## src/rtl/lif_pkg.sv

```systemverilog
// Shared definitions for the LIF layer: sequencer FSM encoding and the default
// datapath widths common to the sequencer and the LIF unit.
package lif_pkg;

  typedef enum logic [1:0] {
    IDLE,
    RUN,
    DRAIN,
    READOUT
  } seq_state_t;

  localparam int MEM_WIDTH   = 24;
  localparam int IN_WIDTH    = 18;
  localparam int COUNT_WIDTH = 4;

endpackage

```

## src/rtl/lif_state_sequencer_if.sv

```systemverilog
// Signal bundle of the LIF state sequencer: current input, LIF unit issue and
// writeback ports, spike-count readout stream and status.
interface lif_state_sequencer_if #(
  parameter int NUM_NEURONS = 16,
  parameter int MEM_WIDTH   = lif_pkg::MEM_WIDTH,
  parameter int IN_WIDTH    = lif_pkg::IN_WIDTH,
  parameter int COUNT_WIDTH = lif_pkg::COUNT_WIDTH
);
  localparam int IDX_W = $clog2(NUM_NEURONS);

  logic                   cur_valid;
  logic                   cur_ready;
  logic [IN_WIDTH-1:0]    cur_data;

  logic                   lif_valid_in;
  logic [IN_WIDTH-1:0]    lif_i_in;
  logic [MEM_WIDTH-1:0]   lif_v_old;
  logic [COUNT_WIDTH-1:0] lif_cnt_old;
  logic                   lif_valid_out;
  logic [MEM_WIDTH-1:0]   lif_v_new;
  logic [COUNT_WIDTH-1:0] lif_cnt_new;

  logic                   step_done;
  logic                   rd_start;
  logic                   cnt_valid;
  logic                   cnt_ready;
  logic [COUNT_WIDTH-1:0] cnt_data;
  logic [IDX_W-1:0]       cnt_idx;
  logic                   cnt_last;
  logic                   busy;

  modport master (
    input  cur_valid, cur_data, lif_valid_out, lif_v_new, lif_cnt_new,
           rd_start, cnt_ready,
    output cur_ready, lif_valid_in, lif_i_in, lif_v_old, lif_cnt_old,
           step_done, cnt_valid, cnt_data, cnt_idx, cnt_last, busy
  );

  modport slave (
    output cur_valid, cur_data, lif_valid_out, lif_v_new, lif_cnt_new,
           rd_start, cnt_ready,
    input  cur_ready, lif_valid_in, lif_i_in, lif_v_old, lif_cnt_old,
           step_done, cnt_valid, cnt_data, cnt_idx, cnt_last, busy
  );

endinterface

```

## src/rtl/lif_wb_delay.sv

```systemverilog
// Delay line carrying the issued neuron index alongside the LIF unit pipeline,
// so the index emerges in the same cycle as the unit's result strobe.
module lif_wb_delay #(
  parameter int LIF_LATENCY = 1,
  parameter int IDX_W       = 4
) (
  input  logic             clk,
  input  logic             rst_n,
  input  logic [IDX_W-1:0] issue_idx,
  output logic [IDX_W-1:0] wb_idx
);

  logic [LIF_LATENCY*IDX_W-1:0] line;

  generate
    if (LIF_LATENCY == 1) begin : g_single
      always_ff @(posedge clk) begin
        if (!rst_n) line <= '0;
        else        line <= issue_idx;
      end
    end else begin : g_multi
      always_ff @(posedge clk) begin
        if (!rst_n) line <= '0;
        else        line <= {line[(LIF_LATENCY-1)*IDX_W-1:0], issue_idx};
      end
    end
  endgenerate

  assign wb_idx = line[LIF_LATENCY*IDX_W-1 -: IDX_W];

endmodule

```

## src/rtl/lif_state_sequencer.sv

```systemverilog
// Owns per-neuron membrane and spike-count state, issues one neuron per
// accepted current to the LIF unit, writes results back, and streams counts.
module lif_state_sequencer #(
  parameter int NUM_NEURONS = 16,
  parameter int MEM_WIDTH   = lif_pkg::MEM_WIDTH,
  parameter int IN_WIDTH    = lif_pkg::IN_WIDTH,
  parameter int COUNT_WIDTH = lif_pkg::COUNT_WIDTH,
  parameter int LIF_LATENCY = 1
) (
  input  logic                  clk,
  input  logic                  rst_n,
  lif_state_sequencer_if.master bus
);
  import lif_pkg::*;

  localparam int               IDX_W    = $clog2(NUM_NEURONS);
  localparam int               OUT_W    = $clog2(LIF_LATENCY + 2);
  localparam logic [IDX_W-1:0] LAST_IDX = IDX_W'(NUM_NEURONS - 1);

  seq_state_t             state, state_next;
  logic [MEM_WIDTH-1:0]   v_mem [NUM_NEURONS];
  logic [COUNT_WIDTH-1:0] c_mem [NUM_NEURONS];
  logic [IDX_W-1:0]       k, issue_idx, wb_idx;
  logic [OUT_W-1:0]       outstanding;
  logic                   cur_fire, rd_fire, cnt_fire, wb_en, drain_done;

  always_comb begin
    state_next    = state;
    cur_fire      = 1'b0;
    rd_fire       = 1'b0;
    drain_done    = 1'b0;
    bus.cur_ready = 1'b0;
    cnt_fire      = (state == READOUT) && bus.cnt_valid && bus.cnt_ready;
    case (state)
      IDLE: begin
        bus.cur_ready = !bus.rd_start;
        if (bus.rd_start) begin
          rd_fire    = 1'b1;
          state_next = READOUT;
        end else if (bus.cur_valid) begin
          cur_fire   = 1'b1;
          state_next = RUN;
        end
      end
      RUN: begin
        bus.cur_ready = 1'b1;
        if (bus.cur_valid) begin
          cur_fire = 1'b1;
          if (k == LAST_IDX) state_next = DRAIN;
        end
      end
      DRAIN: begin
        if (outstanding == '0) begin
          drain_done = 1'b1;
          state_next = IDLE;
        end
      end
      READOUT: begin
        if (cnt_fire && bus.cnt_last) state_next = IDLE;
      end
      default: state_next = IDLE;
    endcase
  end

  assign bus.busy = (state != IDLE);
  assign wb_en    = bus.lif_valid_out && (outstanding != '0);

  always_ff @(posedge clk) begin
    if (!rst_n) state <= IDLE;
    else        state <= state_next;
  end

  lif_wb_delay #(
    .LIF_LATENCY (LIF_LATENCY),
    .IDX_W       (IDX_W)
  ) u_wb_delay (
    .clk       (clk),
    .rst_n     (rst_n),
    .issue_idx (issue_idx),
    .wb_idx    (wb_idx)
  );

  // Outstanding counts from acceptance rather than from lif_valid_in, so a
  // final gapped current cannot let DRAIN see zero before its issue.
  always_ff @(posedge clk) begin
    if (!rst_n) begin
      k                <= '0;
      issue_idx        <= '0;
      outstanding      <= '0;
      bus.lif_valid_in <= 1'b0;
      bus.lif_i_in     <= '0;
      bus.lif_v_old    <= '0;
      bus.lif_cnt_old  <= '0;
      bus.step_done    <= 1'b0;
      bus.cnt_valid    <= 1'b0;
      bus.cnt_data     <= '0;
      bus.cnt_idx      <= '0;
      bus.cnt_last     <= 1'b0;
      for (int unsigned i = 0; i < NUM_NEURONS; i++) begin
        v_mem[i] <= '0;
        c_mem[i] <= '0;
      end
    end else begin
      bus.lif_valid_in <= cur_fire;
      bus.step_done    <= drain_done;
      outstanding      <= outstanding + OUT_W'(cur_fire) - OUT_W'(wb_en);

      if (cur_fire) begin
        bus.lif_i_in    <= IN_WIDTH'(bus.cur_data);
        bus.lif_v_old   <= v_mem[k];
        bus.lif_cnt_old <= c_mem[k];
        issue_idx       <= k;
        k               <= (k == LAST_IDX) ? '0 : k + 1'b1;
      end

      if (wb_en) begin
        v_mem[wb_idx] <= bus.lif_v_new;
        c_mem[wb_idx] <= bus.lif_cnt_new;
      end

      if (rd_fire) begin
        bus.cnt_valid <= 1'b1;
        bus.cnt_data  <= c_mem[0];
        bus.cnt_idx   <= '0;
        bus.cnt_last  <= 1'b0;
      end else if (cnt_fire) begin
        v_mem[bus.cnt_idx] <= '0;
        c_mem[bus.cnt_idx] <= '0;
        if (bus.cnt_last) begin
          bus.cnt_valid <= 1'b0;
          bus.cnt_data  <= '0;
          bus.cnt_idx   <= '0;
          bus.cnt_last  <= 1'b0;
        end else begin
          bus.cnt_data  <= c_mem[bus.cnt_idx + 1'b1];
          bus.cnt_idx   <= bus.cnt_idx + 1'b1;
          bus.cnt_last  <= ((bus.cnt_idx + 1'b1) == LAST_IDX);
        end
      end
    end
  end

endmodule
```

## src/flat_wrapper.sv

```systemverilog
// flat-port wrapper written by rule: the top's interface ports become plain ports
module lif_state_sequencer_flat import lif_pkg::*;
#(
  parameter int NUM_NEURONS = 16,
  parameter int MEM_WIDTH   = lif_pkg::MEM_WIDTH,
  parameter int IN_WIDTH    = lif_pkg::IN_WIDTH,
  parameter int COUNT_WIDTH = lif_pkg::COUNT_WIDTH,
  parameter int LIF_LATENCY = 1
)
  (clk, rst_n, bus_cur_valid, bus_cur_data, bus_lif_valid_out, bus_lif_v_new, bus_lif_cnt_new, bus_rd_start, bus_cnt_ready, bus_cur_ready, bus_lif_valid_in, bus_lif_i_in, bus_lif_v_old, bus_lif_cnt_old, bus_step_done, bus_cnt_valid, bus_cnt_data, bus_cnt_idx, bus_cnt_last, bus_busy);
  lif_state_sequencer_if #(.NUM_NEURONS(NUM_NEURONS), .MEM_WIDTH(MEM_WIDTH), .IN_WIDTH(IN_WIDTH), .COUNT_WIDTH(COUNT_WIDTH)) bus_i ();
  input  logic clk;
  input  logic rst_n;
  input wire logic [$bits(bus_i.cur_valid)-1:0] bus_cur_valid;
  input wire logic [$bits(bus_i.cur_data)-1:0] bus_cur_data;
  input wire logic [$bits(bus_i.lif_valid_out)-1:0] bus_lif_valid_out;
  input wire logic [$bits(bus_i.lif_v_new)-1:0] bus_lif_v_new;
  input wire logic [$bits(bus_i.lif_cnt_new)-1:0] bus_lif_cnt_new;
  input wire logic [$bits(bus_i.rd_start)-1:0] bus_rd_start;
  input wire logic [$bits(bus_i.cnt_ready)-1:0] bus_cnt_ready;
  output wire logic [$bits(bus_i.cur_ready)-1:0] bus_cur_ready;
  output wire logic [$bits(bus_i.lif_valid_in)-1:0] bus_lif_valid_in;
  output wire logic [$bits(bus_i.lif_i_in)-1:0] bus_lif_i_in;
  output wire logic [$bits(bus_i.lif_v_old)-1:0] bus_lif_v_old;
  output wire logic [$bits(bus_i.lif_cnt_old)-1:0] bus_lif_cnt_old;
  output wire logic [$bits(bus_i.step_done)-1:0] bus_step_done;
  output wire logic [$bits(bus_i.cnt_valid)-1:0] bus_cnt_valid;
  output wire logic [$bits(bus_i.cnt_data)-1:0] bus_cnt_data;
  output wire logic [$bits(bus_i.cnt_idx)-1:0] bus_cnt_idx;
  output wire logic [$bits(bus_i.cnt_last)-1:0] bus_cnt_last;
  output wire logic [$bits(bus_i.busy)-1:0] bus_busy;
  assign bus_i.cur_valid = bus_cur_valid;
  assign bus_i.cur_data = bus_cur_data;
  assign bus_i.lif_valid_out = bus_lif_valid_out;
  assign bus_i.lif_v_new = bus_lif_v_new;
  assign bus_i.lif_cnt_new = bus_lif_cnt_new;
  assign bus_i.rd_start = bus_rd_start;
  assign bus_i.cnt_ready = bus_cnt_ready;
  assign bus_cur_ready = bus_i.cur_ready;
  assign bus_lif_valid_in = bus_i.lif_valid_in;
  assign bus_lif_i_in = bus_i.lif_i_in;
  assign bus_lif_v_old = bus_i.lif_v_old;
  assign bus_lif_cnt_old = bus_i.lif_cnt_old;
  assign bus_step_done = bus_i.step_done;
  assign bus_cnt_valid = bus_i.cnt_valid;
  assign bus_cnt_data = bus_i.cnt_data;
  assign bus_cnt_idx = bus_i.cnt_idx;
  assign bus_cnt_last = bus_i.cnt_last;
  assign bus_busy = bus_i.busy;
  lif_state_sequencer #(.NUM_NEURONS(NUM_NEURONS), .MEM_WIDTH(MEM_WIDTH), .IN_WIDTH(IN_WIDTH), .COUNT_WIDTH(COUNT_WIDTH), .LIF_LATENCY(LIF_LATENCY)) u_core (.clk(clk), .rst_n(rst_n), .bus(bus_i));
endmodule
```

## config.mk

```make
export PLATFORM = sky130hd
export DESIGN_NAME = lif_state_sequencer_flat
export DESIGN_NICKNAME = d
export VERILOG_FILES = /design/src/rtl/lif_pkg.sv /design/src/rtl/lif_state_sequencer_if.sv /design/src/rtl/lif_wb_delay.sv /design/src/rtl/lif_state_sequencer.sv /design/src/flat_wrapper.sv
export SDC_FILE = /design/constraint.sdc
export NUM_CORES = 1
export LEC_CHECK = 0
export CORE_UTILIZATION = 43
export DETAILED_ROUTE_END_ITERATION = 10
export PLACE_DENSITY = 0.68
export SLEW_MARGIN = 10
export SYNTH_ARGS = -nofsm -noshare
export SYNTH_HDL_FRONTEND = slang
export SYNTH_SLANG_ARGS = --single-unit
```

## constraint.sdc

```tcl
create_clock -name clk -period 3.04 [get_ports clk]
set_clock_uncertainty 0.15 [all_clocks]
set_input_delay 0.76 -clock clk [delete_from_list [all_inputs] [get_ports clk]]
set_output_delay 0.76 -clock clk [all_outputs]
set_load 0.05 [all_outputs]
```

* After elaboration in Yosys (flattened, before gate mapping)
Memories as Yosys holds them, arrays and structs flattened. A register that Yosys moved wholly into a read port is not among the register bits.
Cells that the tools add are included.
** Operators by class
- Add/sub/neg operators :: 4
- Equal/unequal tests :: 10
- Mux-type cells :: 43
- Bitwise logic cells :: 1
- Reductions and logical operators :: 21
** Operators with widths (number)
- two-way mux 24 bit :: 2
- OR reduction 24 bit :: 2
- two-way mux 4 bit :: 11
- two-way mux 1 bit :: 21
- two-way mux 2 bit :: 6
- adder 4 x 1 -> 4 bit, second input constant :: 2
- equality test 4 bit, second input constant :: 2
- one-hot mux 2 bit (4 select lines) :: 1
- nonzero test 2 bit :: 4
- OR reduction 4 bit :: 2
- AND reduction 5 bit :: 1
- equality test 2 bit, second input constant :: 2
- logical AND 1 bit :: 4
- zero test 2 bit :: 2
- inequality test 2 x 1 -> 1 bit, second input constant :: 2
- inequality test 2 bit, second input constant :: 2
- one-hot mux 1 bit (2 select lines) :: 2
- AND reduction 2 bit :: 2
- zero test 1 bit :: 3
- inequality test 3 bit, second input constant :: 1
- adder 2 x 1 -> 2 bit :: 1
- equality test 2 x 1 -> 1 bit, second input constant :: 1
- OR reduction 2 bit :: 1
- subtractor 2 x 1 -> 2 bit :: 1
- inverter 1 bit :: 1
** Word-level totals
- Bits in registers :: 46
- Memory bits (writable) :: 448
- Input port bits :: 52
- Output and inout port bits :: 60
- Logic and storage cells :: 93
- Memories :: 2
** Memories
- u_core.v_mem :: depth 16, bits a word 24, rd ports 1, clocked after Yosys merged registers in 1, wr ports 16, RTL line lif_state_sequencer.sv:21 : logic [MEM_WIDTH-1:0] v_mem [NUM_NEURONS];
- u_core.c_mem :: depth 16, bits a word 4, rd ports 3, clocked after Yosys merged registers in 1, wr ports 16, RTL line lif_state_sequencer.sv:22 : logic [COUNT_WIDTH-1:0] c_mem [NUM_NEURONS];

* Logic depth before layout (Yosys ltp)
Gate-level depths: netlist of run 1.
- Word-level depth :: 9
- Depth in mapped cells :: 9
- Gate-level depth less buffers :: 7

* By module
A second synthesis of run 1 with hierarchy kept.
** Second synthesis, totals
- Cells, all modules :: 2650
- Area total of the unflattened synthesis :: 23438.7 um2
** By module, submodules not included
- lif_state_sequencer :: times used 1, cells an instance 2642, area an instance 23333.6 um2, seq. area each 10369.9 um2
- lif_wb_delay :: times used 1, cells an instance 8, area an instance 105.1 um2, seq. area each 80.1 um2

* Worst setup path after synthesis of run 1
No wires, ideal clock.
- Path kind :: reg-to-reg
- Start :: register u_core.bus.cnt_idx[0] (netlist bit)
- End :: register u_core.bus.cnt_data[0] (netlist bit)
- Library setup time :: 0.114 ns
- Data arrival time :: 2.921 ns
- Data required time :: 2.776 ns
- Slack :: -0.145 ns
- Cell stages (with the launch flop) :: 10
- Path buffers :: 3
- Clock period less this slack :: 3.185 ns
- Path through :: dfxtp_1 -> clkbuf_1 -> inv_1 -> ha_1 -> clkbuf_1 -> buf_1 -> mux4_2 -> mux2i_1 -> o22ai_1 -> a21o_1
** Between the ends
- Longest elaborated chain between the ends :: 5
** RTL lines
- from (decl) :: RTL line lif_state_sequencer_if.sv:36 : step_done, cnt_valid, cnt_data, cnt_idx, cnt_last, busy
- from (signal assigned) :: RTL line lif_state_sequencer.sv:136 : bus.cnt_idx <= bus.cnt_idx + 1'b1;
- adder 4 x 1 -> 4 bit :: RTL line lif_state_sequencer.sv:135 : bus.cnt_data <= c_mem[bus.cnt_idx + 1'b1];
- memory (16 x 4 bit)
- two-way mux 4 bit :: RTL line lif_state_sequencer.sv:129 : if (bus.cnt_last) begin
- two-way mux 4 bit :: RTL line lif_state_sequencer.sv:126 : end else if (cnt_fire) begin
- two-way mux 4 bit :: RTL line lif_state_sequencer.sv:121 : if (rd_fire) begin
- to (signal assigned) :: RTL line lif_state_sequencer.sv:123 : bus.cnt_data <= c_mem[0];
- to (signal assigned) :: RTL line lif_state_sequencer.sv:135
- to (decl) :: RTL line lif_state_sequencer_if.sv:36
Every way passes these cells. The select of a mux whose other input is x is not followed.
A chain may end at the register's enable or synchronous reset.

* Worst setup path after layout of run 1
- Start :: register u_core.bus.cnt_idx[0] (netlist bit)
- End :: output port bus_cnt_idx[0]
** RTL lines
- to (decl) :: RTL line flat_wrapper.sv:29 : output wire logic [$bits(bus_i.cnt_idx)-1:0] bus_cnt_idx;
No word-level cell between the ends.

==> results by group, run 1 <==
Setup path
  • Crit Path Category: reg2out
  • Beginning of the worst register-to-register path: u_core.bus.cnt_idx[0]
  • WP data arrival: 2030 ps
  • R2R Setup Slk: 520 ps
  • Req. time, crit path: 2130 ps
  • Critical path's slowest cell: clkdlybuf4s50_1
  • Worst-path cell chain: clkdlybuf4s50_1
  • Worst reg2reg endpoint: u_core.bus.cnt_data[3]
  • Worst Path Buf+Inv: 1
  • Crit. End Element: primary output
  • Worst Reg-to-Reg Cells: 7
  • Crit-path leading delay family: buffers and inverters
  • Startpoint Class: flop
  • Max stage delay on crit path: 870 ps
  • Crit Path Max Fanout: 11

CTS
  • TritonCTS buffer count: 53
  • CTS Sinks: 522
  • Clock root cell: clkbuf_16
  • H-tree depth reported by CTS: 2
  • Clk buf depth: 3
  • Clock-pin slew on the worst setup and hold paths: 60 ps
  • CTS tree: done
  • Clk_lat worst skew: 620 ps

Min path
  • Hold Path Origin: u_core.issue_idx[2]
  • HP Class: reg2reg
  • Hold Path End: u_core.u_wb_delay.wb_idx[2]
  • Hold Crit Depth: 1

Cells and area
  • # fillers: 4842
  • Layout Nets: 2681
  • Cell area after layout: 27110 sq um
  • Layout area overhead: 17.61%
  • Share of layout cells above drive strength 1: 14.46%
  • Final antenna diode count: 0
  • Post-layout util: 51.39%

Floorplanning
  • Initial Util: 43.69%
  • Chip Width: 233.5 microns
  • Die height: 233.5 microns
  • Total core area: 52760 sq um
  • DIE AREA: 54540 sq um
  • Num ports: 112
  • FP Rows: 84

Power and ir drop
  • Pwr/cell area: 593.5 nW/um^2
  • Comb pwr share: 11.3%
  • Static Leak: 8.835 nW
  • Switching power: 0.004153 W
  • Internal Power: 0.01194 W
  • Clock power frac: 44.3%
  • Seq pwr share: 44.4%
  • Worst vdd ir: 0.4317 mV
  • Switching fraction of total power: 25.81%

Timing
  • Final-report setup violation count: 0
  • Final hold vios: 0
  • Max Slew Vio Count: 0
  • Period utilisation layout: 96.62%
  • Worst-margin pin slew: 930.4 ps
  • Top achievable clock speed: 0.3404 GHz
  • Sum of negative setup slack: 0 ps
  • RSZ-0062 raised after global routing: no
  • Tmin final: 2937 ps
  • Rel. slew slack: 37.97%

Synth
  • Post-synth ARST share: 0%
  • Post-synth EDFFs: 0
  • Top-count cell post-synth: nand2_1
  • Synth Cell Area: 23050 sq um
  • Post-synth top area share: 45.33%
  • Post-synthesis sequential area ratio: 45.33%
  • Synth area leaders: dfxtp_1 (45%), mux4_2 (13%), a21oi_1 (11%)
  • Net Count, Synth: 2706
  • Yosys synthesis warning count: 0
  • Syn avg cell area: 8.713 sq um
  • Post-synth cell types: 49
  • Main flop type after synthesis: dfxtp_1
  • Post-synth top area cell: dfxtp_1
  • Cell types with the highest counts after synthesis: nand2_1 (529), dfxtp_1 (522), a21oi_1 (485), nand3_1 (456), clkbuf_1 (176)
  • #FFs+latches synth: 522
  • Synth Instances: 2646

GRT
  • Gr usage total: 27.17%
  • Vias in the first global route: 20110
  • Initial antenna violation count: 0
  • First-pass GRT wire length: 115100 microns
  • Largest net degree at the start of global routing: 155
  • GRT overflow: 0

Placement
  • Buffers on Ports: 111
  • Placer Congestion: 0.8548
  • DP HPWL: 44690 microns
  • DP Area: 25200 sq um

Routing
  • Via Count: 20780
  • Drt pass-1 iters: 8
  • DR vias/cell: 6.201
  • # DRC: 26
  • Avg WL per Cell: 22.23 microns
  • Remaining antenna violation count after routing: 0
  • DRT Wirelength: 74490 microns
  • Starting DRT DRC Count: 2267

Run
  • Max-cap violations: 0

Outcome
  • Run status: finished with violations
  • Failing checks: design-rule violations
per-layer routing:
| layer | share of wire (%) | vias to the layer above | GRT usage, % |
|---|---|---|---|
| li1 | - | 9317 | - |
| met1 | 38 | 10070 | 33.82 |
| met2 | 47 | 1190 | 44.07 |
| met3 | 10 | 206 | 5.750 |
| met4 | 4.8 | 0 | 14.25 |
| met5 | 0 | - | 0 |
cell families after synthesis:
group | count (synthesis) | synth area share (%)
adders and majority gates | 8 | 0.4342
xor gates and xnor gates | 6 | 0.2605
muxes | 137 | 12.90
DFF | 522 | 45.33
buffers and inverters | 290 | 5.254
AOI/OAI and AO/OA | 615 | 14.91
and+or+nand+nor | 1068 | 20.92
final cells by class:
type | instances | area (sq um) | share of cell area [%]
clock buffers | 70 | 1543 | 5.690
clock inverters | 27 | 376.6 | 1.389
flip-flops and latches | 522 | 10460 | 38.57
repair buffers | 200 | 2356 | 8.689
well taps | 688 | 860.8 | 3.175
multi-input cells | 1834 | 11480 | 42.34
inverters | 10 | 37.54 | 0.1384
power groups by stage:
stage / clock, W / sequential, W / combinational [W]
2_1_floorplan: 0 / 0.00740 / 0.00107
3_3_place_gp: 0 / 0.00728 / 0.00178
3_5_place_dp: 0 / 0.00729 / 0.00182
4_1_cts: 0.00723 / 0.00714 / 0.00181
5_1_grt: 0.00751 / 0.00717 / 0.00192
6_report: 0.00713 / 0.00714 / 0.00182
stage by stage:
step	power, W	std cells	setup WS [ps]	hold WS, ps
floorplan	0.008472	2646	38.04	279.6
global placement	0.009066	3254	204.5	292.9
detailed placement	0.009109	3254	192.0	303.8
CTS	0.01618	3351	61.60	315.8
global route	0.01659	3351	20.36	319.7
finish	0.01609	3351	102.7	310.3
how the worst max path moves through the flow:
stage,startpoint,to,slack (ps),cells after the start
after floorplan,u_core.bus.cnt_idx[0],u_core.bus.cnt_data[0],40,9
after global placement,bus_lif_valid_out,u_core.c_mem[4][0],200,8
after detailed placement,bus_lif_valid_out,u_core.v_mem[0][11],190,8
after CTS,u_core.bus.cnt_idx[0],bus_cnt_idx[0],60,1
after global routing,u_core.bus.cnt_idx[0],bus_cnt_idx[0],20,1
final,u_core.bus.cnt_idx[0],bus_cnt_idx[0],100,1
worst register-to-register path: cells and delay by family, from the launching register on:
kind | cells | cell delay [ps]
AOI/OAI and AO/OA | 2 | 260
adders and majority gates | 1 | 340
buffers and inverters | 2 | 360
DFF | 1 | 550
muxes | 2 | 770
cell usage in the layout, fill, tap and decap left out, drive strengths merged, types with 5 or more instances in the layout:
| master | Yosys | routed |
|---|---|---|
| nor2 | 32 | 32 |
| clkinv | 1 | 16 |
| and2 | 11 | 11 |
| nand2 | 532 | 532 |
| nor3 | 12 | 12 |
| a31o | 28 | 28 |
| mux4 | 128 | 128 |
| buf | 104 | 91 |
| ha | 8 | 8 |
| nor2b | 5 | 5 |
| dfxtp | 522 | 522 |
| nand3 | 457 | 457 |
| bufinv | 0 | 8 |
| nand2b | 6 | 6 |
| clkbuf | 176 | 70 |
| inv | 9 | 10 |
| mux2i | 9 | 9 |
| clkdlybuf4s50 | 0 | 108 |
| xnor2 | 5 | 5 |
| a21boi | 24 | 24 |
| a21oi | 485 | 485 |
| a22oi | 57 | 57 |
| o21ai | 6 | 6 |
registers in the layout (all words and copies together), names as in the netlist, 18 cells and up:
register,count
u_core.c_mem,64
u_core.v_mem,384
u_core.bus.lif_v_old,24
u_core.bus.lif_i_in,18
timing repair:
action / in CTS / in global routing
hold endpoints to repair: 0 / 0
setup buffers: 0 / 0
endpoints found under the setup margin: 1 / 0
hold buffers: 0 / 0
gates resized for setup: 1 / 0
Power figures use the tool's default switching activity.
==> run 2, diff against run 1 <==
CORE_MARGIN = 3   (was unset)
==> run 2 against run 1 <==
Compared with the run above:
- the run now ends clean
- flip-flop and latch count did not move
- setup slack improved by 18 ps
- critical path depth did not move
- clock power fell by 4.2%
- final area fell by 0.78%
- via count fell by 0.17%
- combinational power barely moved
- utilization fell by 0.40 points
- die area rose by 3.5%
- fmax rose by 0.62%
- sequential share of layout area rose by 0.30 points
==> results by group, run 2 (synthesis gave the netlist of run 1 again) <==
Outcome
  • Run status: completed (was finished with violations)

CTS
  • H-tree depth reported by CTS: 2 (unchanged)
  • TritonCTS buffer count: 52 (was 53)
  • Postcts setup bufs: 0 (unchanged)
  • CTS Hold Bufs: 0 (unchanged)
  • Clock root cell: clkbuf_16 (unchanged)
  • CTS tree: done (unchanged)
  • Clock-pin slew on the worst setup and hold paths: 60 ps (about the same)
  • Clk buf depth: 3 (unchanged)
  • CTS Sinks: 522 (unchanged)
  • Clk_lat worst skew: 600 ps (was 620 ps)

Setup path
  • WP data arrival: 2010 ps (was 2030 ps)
  • Critical path's slowest cell: clkdlybuf4s50_1 (unchanged)
  • Worst-path cell chain: clkdlybuf4s50_1 (unchanged)
  • Worst Reg-to-Reg Cells: 5 (was 7)
  • Worst Path Buf+Inv: 1 (unchanged)
  • Startpoint Class: flop (unchanged)
  • Req. time, crit path: 2130 ps (about the same)
  • Crit-path leading delay family: buffers and inverters (unchanged)
  • Crit Path Max Fanout: 9 (was 11)
  • R2R Setup Slk: 460 ps (was 520 ps)
  • Beginning of the worst register-to-register path: u_core.u_wb_delay.wb_idx[2] (was u_core.bus.cnt_idx[0])
  • Max stage delay on crit path: 880 ps (was 870 ps)
  • Crit. End Element: primary output (unchanged)
  • Crit Path Category: reg2out (unchanged)
  • Worst reg2reg endpoint: u_core.v_mem[4][7] (was u_core.bus.cnt_data[3])

Timing
  • Rel. slew slack: 14.13% (was 37.97%)
  • Top achievable clock speed: 0.3426 GHz (was 0.3404 GHz)
  • Final-report setup violation count: 0 (unchanged)
  • Worst-margin pin slew: 1288 ps (was 930.4 ps)
  • RSZ-0062 raised after global routing: no (unchanged)
  • Final hold vios: 0 (unchanged)
  • Max Slew Vio Count: 0 (unchanged)
  • Tmin final: 2919 ps (was 2937 ps)
  • Period utilisation layout: 96.03% (was 96.62%)
  • Hold WS: 302.9 ps (was 310.3 ps)

Cells and area
  • Share of layout cells above drive strength 1: 14.13% (was 14.46%)
  • Layout Nets: 2679 (was 2681)
  • Most frequent cells in the layout: nand2_1 (529), dfxtp_1 (519), a21oi_1 (485) (unchanged)
  • Commonest non-fill, non-tap cell in the layout: nand2_1 (unchanged)
  • Post-layout util: 50.99% (was 51.39%)
  • Regs by FF count: u_core.v_mem (384), u_core.c_mem (64), u_core.bus.lif_v_old (24) (unchanged)
  • Max reg flops: 384 (unchanged)
  • Biggest register: u_core.v_mem (unchanged)
  • Layout area overhead: 16.70% (was 17.61%)
  • Post-Layout Cell Count: 3349 (was 3351)
  • Final antenna diode count: 0 (unchanged)

Min path
  • Hold Crit Depth: 1 (unchanged)
  • HP Class: reg2reg (unchanged)
  • Hold Path End: u_core.u_wb_delay.wb_idx[2] (unchanged)
  • Hold Path Origin: u_core.issue_idx[2] (unchanged)

Floorplanning
  • Num ports: 112 (unchanged)
  • Die height: 237.5 microns (was 233.5 microns)
  • Initial Util: 43.69% (unchanged)
  • Chip Width: 237.5 microns (was 233.5 microns)
  • DIE AREA: 56430 sq um (was 54540 sq um)
  • FP Rows: 84 (unchanged)
  • Total core area: 52760 sq um (unchanged)

GRT
  • Largest net degree at the start of global routing: 251 (was 155)
  • First-pass GRT wire length: 115200 microns (was 115100 microns)
  • Initial antenna violation count: 2 (was 0)
  • Gr usage total: 25.74% (was 27.17%)
  • GRT overflow: 0 (unchanged)
  • Vias in the first global route: 20290 (was 20110)

Power and ir drop
  • Total Power: 0.01577 W (was 0.01609 W)
  • Static Leak: 8.758 nW (was 8.835 nW)
  • Worst vdd ir: 0.4166 mV (was 0.4317 mV)
  • Pwr/cell area: 586.1 nW/um^2 (was 593.5 nW/um^2)

Routing
  • Wire length on met2: 35170 microns (was 35160 microns)
  • DRT Wirelength: 74530 microns (was 74490 microns)
  • Drt pass-1 iters: 8 (unchanged)
  • WL met3: 7301 microns (was 7558 microns)
  • Starting DRT DRC Count: 2477 (was 2267)
  • Via Count: 20740 (was 20780)
  • DR vias/cell: 6.194 (was 6.201)
  • Remaining antenna violation count after routing: 0 (unchanged)
  • DR top layer: met5 (was met4)
  • Met1 WL: 28500 microns (was 28160 microns)
  • # DRC: 0 (was 26)
  • Avg WL per Cell: 22.26 microns (was 22.23 microns)

Placement
  • DP HPWL: 44780 microns (was 44690 microns)
  • Buffers on Ports: 111 (unchanged)
  • Cells after DPL: 3253 (was 3254)
  • Placer Congestion: 0.8527 (was 0.8548)

Run
  • Max-cap violations: 0 (unchanged)
[run 2: cell count changes in the layout (fill, tap and decap cells not counted)]
cell        before  now
clkinvlp_4       3    1
inv_6            0    2
buf_12          46   39
inv_16           1    0
clkinv_2        12   11
clkinv_4         2    1
buf_4           44   50
clkinv_8         1    0
clkbuf_8        11   10
bufinv_16        8    7
clkbuf_16       55   53
clkbuf_1         4   11
[run 2: through the flow]
stage / setup slack, ps / area (sq um) / setup TNS, ps
CTS: 116.6 / 26900 / 0
finish: 120.8 / 26900 / 0
global route: 89.46 / 26900 / 0
global placement: -53.66 / 25100 / -1222
detailed placement: -195.4 / 25100 / -4875
floorplan: 38.04 / 23050 / 0
[run 2: area by class of cell]
type                       count  area (sq um)
clock buffer                  74          1505
clock inverter                22         299.0
fill                        4713         25860
inverter                      10         37.54
multi-input combinational   1834         11480
sequential                   522         10460
tap                          688         860.8
timing repair buffer         199          2261
[run 2: where the power goes]
part	switching, W	total [W]	internal [W]
logic	0.00113	0.00180	0.000668
clock network	0.00279	0.00683	0.00404
registers	0.000148	0.00714	0.00699
[run 2: layer usage]
layer / up-vias / GRT usage [%]
met5: - / 0
met4: 2 / 13.20
met3: 226 / 4.397
met2: 1218 / 42.23
met1: 10000 / 32.85
li1: 9293 / -
[run 2: repair_timing]
action                     CTS  global route
hold endpoints to repair     0             0
resized for setup            1             0
setup endpoints to repair    1             0
[run 2: how the worst max path moves through the flow]
| stage | start | end | slack (ps) | cells after the start |
|---|---|---|---|---|
| after detailed placement | bus_lif_valid_out | u_core.v_mem[4][16] | -200 | 6 |
| after floorplan | u_core.bus.cnt_idx[0] | u_core.bus.cnt_data[0] | 40 | 9 |
| after CTS | u_core.bus.cnt_last | bus_cnt_last | 120 | 1 |
| after global placement | bus_lif_valid_out | u_core.v_mem[4][11] | -50 | 6 |
| after global routing | u_core.bus.cnt_last | bus_cnt_last | 90 | 1 |
| final | u_core.bus.cnt_last | bus_cnt_last | 120 | 1 |
==> edit (flow settings as in run 2) <==
The package constant `IN_WIDTH` goes from 18 to 22.
--- a/src/rtl/lif_pkg.sv
+++ b/src/rtl/lif_pkg.sv
@@ -12,3 +12,3 @@
   localparam int MEM_WIDTH   = 24;
-  localparam int IN_WIDTH    = 18;
+  localparam int IN_WIDTH    = 22;
   localparam int COUNT_WIDTH = 4;
Interface: changed (resized bus_cur_data and bus_lif_i_in); port bits go from 112 to 120. The function was not compared with the original's and may differ.
==> edit against run 2 <==
  * Power up 0.45%
  * Cell area up 1.1%
  * Worst setup slack better by 42 ps
  * Combinational power up 4%
  * Via count up 1.2%
  * Global-route usage up 0.79 points
  * Wire length up 4.1%
  * Sequential cell count up 4
  * Synthesized area up 0.74%
  * Largest cell class unchanged
  * Largest power group unchanged
==> edit: results (changes against run 2) <==
[status]
outcome=finished, final reports clean

[synthesis]
synth_compound_area_frac=0.149  ; +0.000193
synth-adder-area-share=0.00431  ; -0.0000320
synth_seq_area_share=0.453  ; about the same
synthArstFlopShare=0  ; unchanged
ys_types=48  ; -2.0%
synth.mux.area_fraction=0.128  ; -0.000952
syn_avg_cell_area_um2=8.72  ; about the same
synthTopCellsByArea=dfxtp_1, mux4_2, a21oi_1
syn_nets=2728  ; +0.81%
ys_top_cells_by_count=nand2_1, dfxtp_1, a21oi_1
synthXorXnorAreaFrac=0.00259  ; -0.0000192

[detailed_routing]
wirelength_um=77600  ; +4.1%
routed-wl-met2_um=35900  ; +2.1%
first_iter_violations=2579  ; +4.1%
vias_per_cell=6.21  ; +0.31%
wl_met1_um=29300  ; +2.7%
wire_per_inst_um=22.9  ; +3.1%
maxUsedRoutingLayer=met4
dr_wl_met3_um=7990  ; +9.4%

[worst_hold_path]
whs_endpoint=u_core.bus.lif_i_in[15]
hold_path_depth=2  ; +1
holdCritStartpoint=u_core.bus.lif_i_in[15]

[sta]
worst-slew-pin-transition_ps=1220  ; -67.0 ps
timing.hold.ws_ps=313  ; +9.60 ps
finalCritPeriodShare=0.946  ; -0.0138

[final_layout]
largest_register_ffs=384  ; unchanged
drive_above_1_share=0.143  ; +0.00209
final.fill_count=4811  ; +2.1%

[grt]
grt_pass1_wl_um=118000  ; +2.4%
grtUsageMet2=0.427  ; +0.00449
grt_pass1_vias=20600  ; +1.6%
grtUsageMet1=0.324  ; -0.00447
grtUsageTotal=0.265  ; +0.00793
grt_util_met3=0.0669  ; +0.0229
grt_max_degree=258  ; +2.8%
antenna_found_initial=0  ; -2

[setup_path]
ff2ff_setup_slack_ps=470
cp_data_arrival_time_ps=1970  ; -40 ps
worstReg2RegEnd=u_core.bus.lif_v_old[3]
crit_end=bus_cnt_last
worstReg2RegStart=u_core.k[1]

[placement]
place.port_buffers=119  ; +7.2%
dpl-instance-area_um2=25400  ; +1.1%
dp.cells=3283  ; +0.92%
gp_congestion=0.879  ; +3.0%
place_hpwl_um=46000  ; +2.7%
dpl_worst_slack_ps=189  ; +384 ps

[power_and_ir_drop]
vdd_ir_drop_max_mv=0.399  ; -4.3%
p_leak_nw=8.88  ; +1.4%

[clock_tree]
htreeDepth=2  ; unchanged
insertion_delay_ps=610
cts_buffers=53  ; +1.9%
cts_root_buf=clkbuf_16

[edit: changes by cell type in the layout (fill, tap and decap cells not counted), sizes merged]
cell | run 2 | this run
a21boi | 24 | 28
clkinvlp | 1 | 0
buf | 90 | 96
nand2 | 532 | 540
clkbuf | 74 | 80
bufinv | 7 | 3
dfxtp | 522 | 526
clkdlybuf4s50 | 108 | 116
[edit: power by group]
| part | internal (mW) | leakage (nW) | total (mW) | switching (mW) |
|---|---|---|---|---|
| logic | 0.687 | 3.73 | 1.87 | 1.18 |
| clock network | 3.97 | 0.908 | 6.76 | 2.79 |
| registers | 7.05 | 4.24 | 7.22 | 0.165 |
[edit: cell type report]
class / count / area [um2] / share of cell area
Sequential cell: 526 / 10500 / 0.388
Multi-Input combinational cell: 1846 / 11500 / 0.424
Tap cell: 688 / 861 / 0.0317
Clock inverter: 17 / 171 / 0.00630
Inverter: 10 / 37.5 / 0.00138
Timing Repair Buffer: 213 / 2400 / 0.0882
Clock buffer: 80 / 1640 / 0.0603
